--- src/rtl/float_conv_arbiter.sv ---
// rtl/float_conv_arbiter.sv - round-robin sharing of one float_to_fixed converter with in-order result tagging
module float_conv_arbiter #(
  parameter int NREQ  = 3,
  parameter int DEPTH = 8,
  parameter int IWID  = 32,
  parameter int OWID  = 16,
  parameter int FRAC  = 6,
  localparam int TAGW = (NREQ > 1) ? $clog2(NREQ) : 1,
  localparam int CW   = $clog2(DEPTH) + 1
) (
  input  logic                   clk,
  input  logic                   rst,
  input  logic [NREQ-1:0]        req_valid,
  input  logic [NREQ*IWID-1:0]   req_data,
  output logic [NREQ-1:0]        req_ready,
  output logic [IWID-1:0]        cv_tdata,
  output logic                   cv_tvalid,
  input  logic                   cv_tready,
  input  logic [OWID-1:0]        cr_tdata,
  input  logic                   cr_tvalid,
  output logic                   cr_tready,
  output logic [OWID-1:0]        res_data,
  output logic [OWID-FRAC-2:0]   res_int,
  output logic [TAGW-1:0]        res_tag,
  output logic                   res_valid,
  input  logic                   res_ready,
  output logic [CW-1:0]          in_flight,
  output logic                   err
);

  localparam int AW = CW - 1;
  localparam logic [CW-1:0]   FULL_CNT = CW'(DEPTH);
  localparam logic [TAGW-1:0] LAST_REQ = TAGW'(NREQ - 1);

  // arbitration state
  logic [TAGW-1:0] rr_ptr;
  logic            locked;
  logic [TAGW-1:0] lock_idx;

  // tag FIFO state
  logic [TAGW-1:0] tag_mem [DEPTH];
  logic [AW-1:0]   wr_ptr;
  logic [AW-1:0]   rd_ptr;
  logic [CW-1:0]   count;

  logic [TAGW-1:0] rr_sel;
  logic            rr_found;
  logic [TAGW-1:0] sel;
  logic            full;
  logic            empty;
  logic            issue;
  logic            pop;

  // Round-robin scan starting just after the last granted requester
  always_comb begin
    int idx;
    idx      = 0;
    rr_sel   = rr_ptr;
    rr_found = 1'b0;
    for (int k = 1; k <= NREQ; k++) begin
      idx = (int'(rr_ptr) + k) % NREQ;
      if (!rr_found && req_valid[idx]) begin
        rr_sel   = TAGW'(idx);
        rr_found = 1'b1;
      end
    end
  end

  // A stalled grant is held so the converter sees stable data until it accepts
  assign sel       = locked ? lock_idx : rr_sel;
  assign full      = (count == FULL_CNT);
  assign empty     = (count == '0);
  assign cv_tvalid = (locked | (|req_valid)) & ~full;
  assign cv_tdata  = req_data[int'(sel)*IWID +: IWID];
  assign issue     = cv_tvalid & cv_tready;

  // Only the selected requester sees its ready, and only on an accepted beat
  always_comb begin
    req_ready = '0;
    if (issue) req_ready[sel] = 1'b1;
  end

  // Return path: a beat with no matching tag is swallowed so the converter cannot stall
  assign cr_tready = empty ? 1'b1 : res_ready;
  assign res_valid = cr_tvalid & ~empty;
  assign res_data  = cr_tdata;
  assign res_int   = cr_tdata[OWID-2:FRAC];
  assign res_tag   = tag_mem[rd_ptr];
  assign pop       = cr_tvalid & res_ready & ~empty;
  assign in_flight = count;

  // Grant pointer, lock and sticky error
  always_ff @(posedge clk) begin
    if (rst) begin
      rr_ptr   <= LAST_REQ;
      locked   <= 1'b0;
      lock_idx <= '0;
      err      <= 1'b0;
    end else begin
      if (issue) begin
        rr_ptr <= sel;
        locked <= 1'b0;
      end else if (cv_tvalid) begin
        locked   <= 1'b1;
        lock_idx <= sel;
      end
      if (cr_tvalid && empty) err <= 1'b1;
    end
  end

  // In-flight tag FIFO, pushed on issue and popped on result acceptance
  always_ff @(posedge clk) begin
    if (rst) begin
      wr_ptr <= '0;
      rd_ptr <= '0;
      count  <= '0;
    end else begin
      if (issue) begin
        tag_mem[wr_ptr] <= sel;
        wr_ptr          <= wr_ptr + 1'b1;
      end
      if (pop) rd_ptr <= rd_ptr + 1'b1;
      case ({issue, pop})
        2'b10:   count <= count + 1'b1;
        2'b01:   count <= count - 1'b1;
        default: count <= count;
      endcase
    end
  end

endmodule

--- config.mk ---
export PLATFORM = sky130hd
export DESIGN_NAME = float_conv_arbiter
export DESIGN_NICKNAME = d
export VERILOG_FILES = /design/src/rtl/float_conv_arbiter.sv
export SDC_FILE = /design/constraint.sdc
export NUM_CORES = 1
export LEC_CHECK = 0
export BUFFER_PORTS_ARGS = -buffer_cell sky130_fd_sc_hd__buf_4
export CAP_MARGIN = 10
export CELL_PAD_IN_SITES_DETAIL_PLACEMENT = 1
export CELL_PAD_IN_SITES_GLOBAL_PLACEMENT = 1
export CORE_AREA = 2 2 115 117
export CTS_CLUSTER_DIAMETER = 150
export DETAILED_ROUTE_END_ITERATION = 16
export DIE_AREA = 0 0 117 119
export PLACE_DENSITY = 0.77
export SLEW_MARGIN = 20
export SYNTH_ARGS = -nofsm -noshare
export SYNTH_HDL_FRONTEND = slang
export SYNTH_SLANG_ARGS = --single-unit
--- constraint.sdc ---
create_clock -name clk -period 2.6 [get_ports clk]
set_clock_uncertainty 0.1 [all_clocks]
set_input_delay 0.26 -clock clk [delete_from_list [all_inputs] [get_ports clk]]
set_output_delay 0.26 -clock clk [all_outputs]
set_load 0.02 [all_outputs]
==> flow_summary.toml <==
[logic_synthesis]
syn_nets = 476
ys_warn_count = 0
synth_edf_count = 16
synth-main-ff-cell = "dfxtp_1"
synth.distinct_cells = 48
synth_seq_area_share_pct = 27.53
synth.avg_cell_area_um2 = 8.985
async_reset_ff_share_pct = 0
syn_area_um2 = 3127
synth_cells = 348
ys_seq_elements = 35

[timing]
period_needed_ps = 2923
fin_crit_sh_pct = 112.4
fmaxAchievable_mhz = 342.1
worstMarginPinSlew_ps = 615.7
rsz0062_at_grt = "true"
finalHoldViolations = 0
final_max_slew_viol_count = 0
final.setup.worst_slack_ps = -323.1
slew_headroom_pct = 58.38
setup_viol = 35

[critical_path]
crit_slowest_cell = "dfxtp_2"
critPathMaxFanout = 15
startpoint_type = "flip-flop"
crit_required_ps = 2240
cpPeakStageDelay_ps = 350
critPathKind = "flip-flop to primary output"
crit_path_cell_trace = "inv_4 > ha_4 > and2b_1 > o21ai_2 > o211a_1 > o31a_1 > buf_6 > o21ai_4 > buf_12 > o211ai_1 > buf_4"
crit_path_end_kind = "primary output"
arrival_ps = 2560

[drt]
drt_iter0_drc = 147
routed_via_density = 4.932
dr.pass1.iters = 4
drcViolationCount = 0
vias = 3285
wl_per_cell_um = 16.98
drt_wl_total_mm = 11.31
ant_nets = 0

[grt]
grtUsageTotal_pct = 16.20
antenna_found_initial = 0
grt_pass1_vias = 3509
grt_overflow_total = 0
grt_start_max_net_pins = 27
grt_pass1_wl_mm = 18.09

[finish]
multi_input_area_um2 = 1907
layout.area.seq_um2 = 868.3
nNetsFinal = 617
fill_cells = 1483
area_growth_pct = 58.14
n_antenna_cell = 0
final_common_cell = "buf_4"
final_cell_mix = "buf_4 (144), buf_6 (38), o211ai_1 (35)"
finish.utilization_pct = 38.41
drive_gt1_share_pct = 54.49
finalInstanceArea_um2 = 4945

[power]
ir_drop_uv = 253.2
p_per_area_nw_per_um2 = 728.5
leakagePower_nw = 2.175

[cts]
clk_latency_ps = 280
tritoncts.num_buffers = 5
clockBufferDepth = 2
cts_tree = "done"
cts_root_buf = "clkbuf_16"
clock_sinks = 35
htreeDepth = 2
clk_pin_slew_worst_paths_ps = 60

[die]
ioPinCount = 190
start_util_pct = 24.29
core_area_um2 = 12870
die_w_um = 117
die_y_um = 119
dieArea_um2 = 13920
rows = 42

[placement]
placed_area_um2 = 4474
port_buffers = 148
hpwl_mm = 8.573
gp_congestion = 0.8664

[status]
failed_checks = "negative setup slack"
outcome = "finished, violations left"

[min_path]
hold_class = "primary input to flip-flop"

[job]
cap_viol_max_count = 0
[synthesized netlist by cell type, types with 8 or more instances]
cell type | instances | share of area, %
inv_1 | 36 | 4.3
o211ai_1 | 35 | 8.4
nor2_1 | 22 | 2.6
buf_4 | 25 | 6.0
dfxtp_1 | 19 | 12
nand4_1 | 32 | 6.4
edfxtp_1 | 16 | 15
nand2_1 | 10 | 1.2
a21oi_1 | 8 | 1.3
o211ai_2 | 30 | 12
buf_2 | 18 | 2.9
ha_1 | 8 | 3.2
[critical path, delay by kind of cell (launching register included)]
| family | cells | cell delay [ps] |
|---|---|---|
| buffers and inverters | 4 | 520 |
| and+or+nand+nor | 1 | 190 |
| DFF | 1 | 350 |
| adders and majority gates | 1 | 300 |
| AOI/OAI and AO/OA | 5 | 920 |
[stage by stage]
step / total power, W / hold slack, ps / setup TNS, ps / instances / setup WS, ps
final: 0.003602 / 148.4 / -9383 / 666 / -323.1
after global routing: 0.003799 / 184.9 / -13830 / 666 / -478.1
after CTS: 0.003577 / 145.6 / -8117 / 664 / -281.5
after detailed placement: 0.002678 / 368.3 / -6142 / 652 / -234.9
after global placement: 0.002617 / 356.7 / -1575 / 652 / -76.44
after floorplan: 0.001913 / 324.2 / -38.84 / 348 / -38.84
[report_power, final]
| group | internal (W) | switching (W) | total [W] |
|---|---|---|---|
| Clock | 0.000451 | 0.000227 | 0.000678 |
| Sequential | 0.000639 | 0.0000547 | 0.000694 |
| Combinational | 0.00106 | 0.00117 | 0.00223 |
| Total | 0.00215 | 0.00145 | 0.00360 |
[area by class of cell]
class                   count  share of cell area, %
clock inverters             3                 0.8856
multi-input cells         220                  38.56
clock buffers               5                  2.530
repair buffers            188                  32.95
inverters                  39                  3.062
flip-flops and latches     35                  17.56
well taps                 176                  4.453
[registers in the layout, summed over array words and instances (netlist names), named ones only]
register and count:
err 1, tag_mem 16, lock_idx 2, rd_ptr 3, wr_ptr 3, rr_ptr 2, locked 1, in_flight 4
[metal layers]
| metal | vias up | GRT usage [%] | wire length, µm |
|---|---|---|---|
| met1 | 1618 | 19.51 | 4352 |
| met2 | 89 | 28.47 | 6088 |
| li1 | 1550 | - | - |
| met5 | - | 0 | 0 |
| met4 | 0 | 5.000 | 295 |
| met3 | 28 | 3.461 | 573 |
[worst paths after layout]
kind                     start            to  slack [ps]  cells past startpoint
setup / recovery     rr_ptr[0]   cv_tdata[1]        -320                     11
hold / removal       cr_tvalid           err         150                      3
setup reg to reg  in_flight[1]  in_flight[3]         150                     11
hold reg to reg            err           err         380                      2
[cell families (layout without fill, tap and decap cells)]
family,count (synthesis),in the layout,share of synthesized area (%)
muxes,13,13,5.842
DFF,35,35,27.53
buffers and inverters,93,235,16.09
adders and majority gates,8,8,3.201
and+or+nand+nor,98,98,17.49
xor gates and xnor gates,7,7,1.961
AOI/OAI and AO/OA,94,94,27.89
[repair_timing]
item	4_1_cts	5_1_grt
pin swaps	7	5
buffers inserted	4	2
hold buffers	0	0
endpoints found under the setup margin	35	37
gates resized for setup	57	9
No activity file was read; power rests on OpenSTA's default activity.
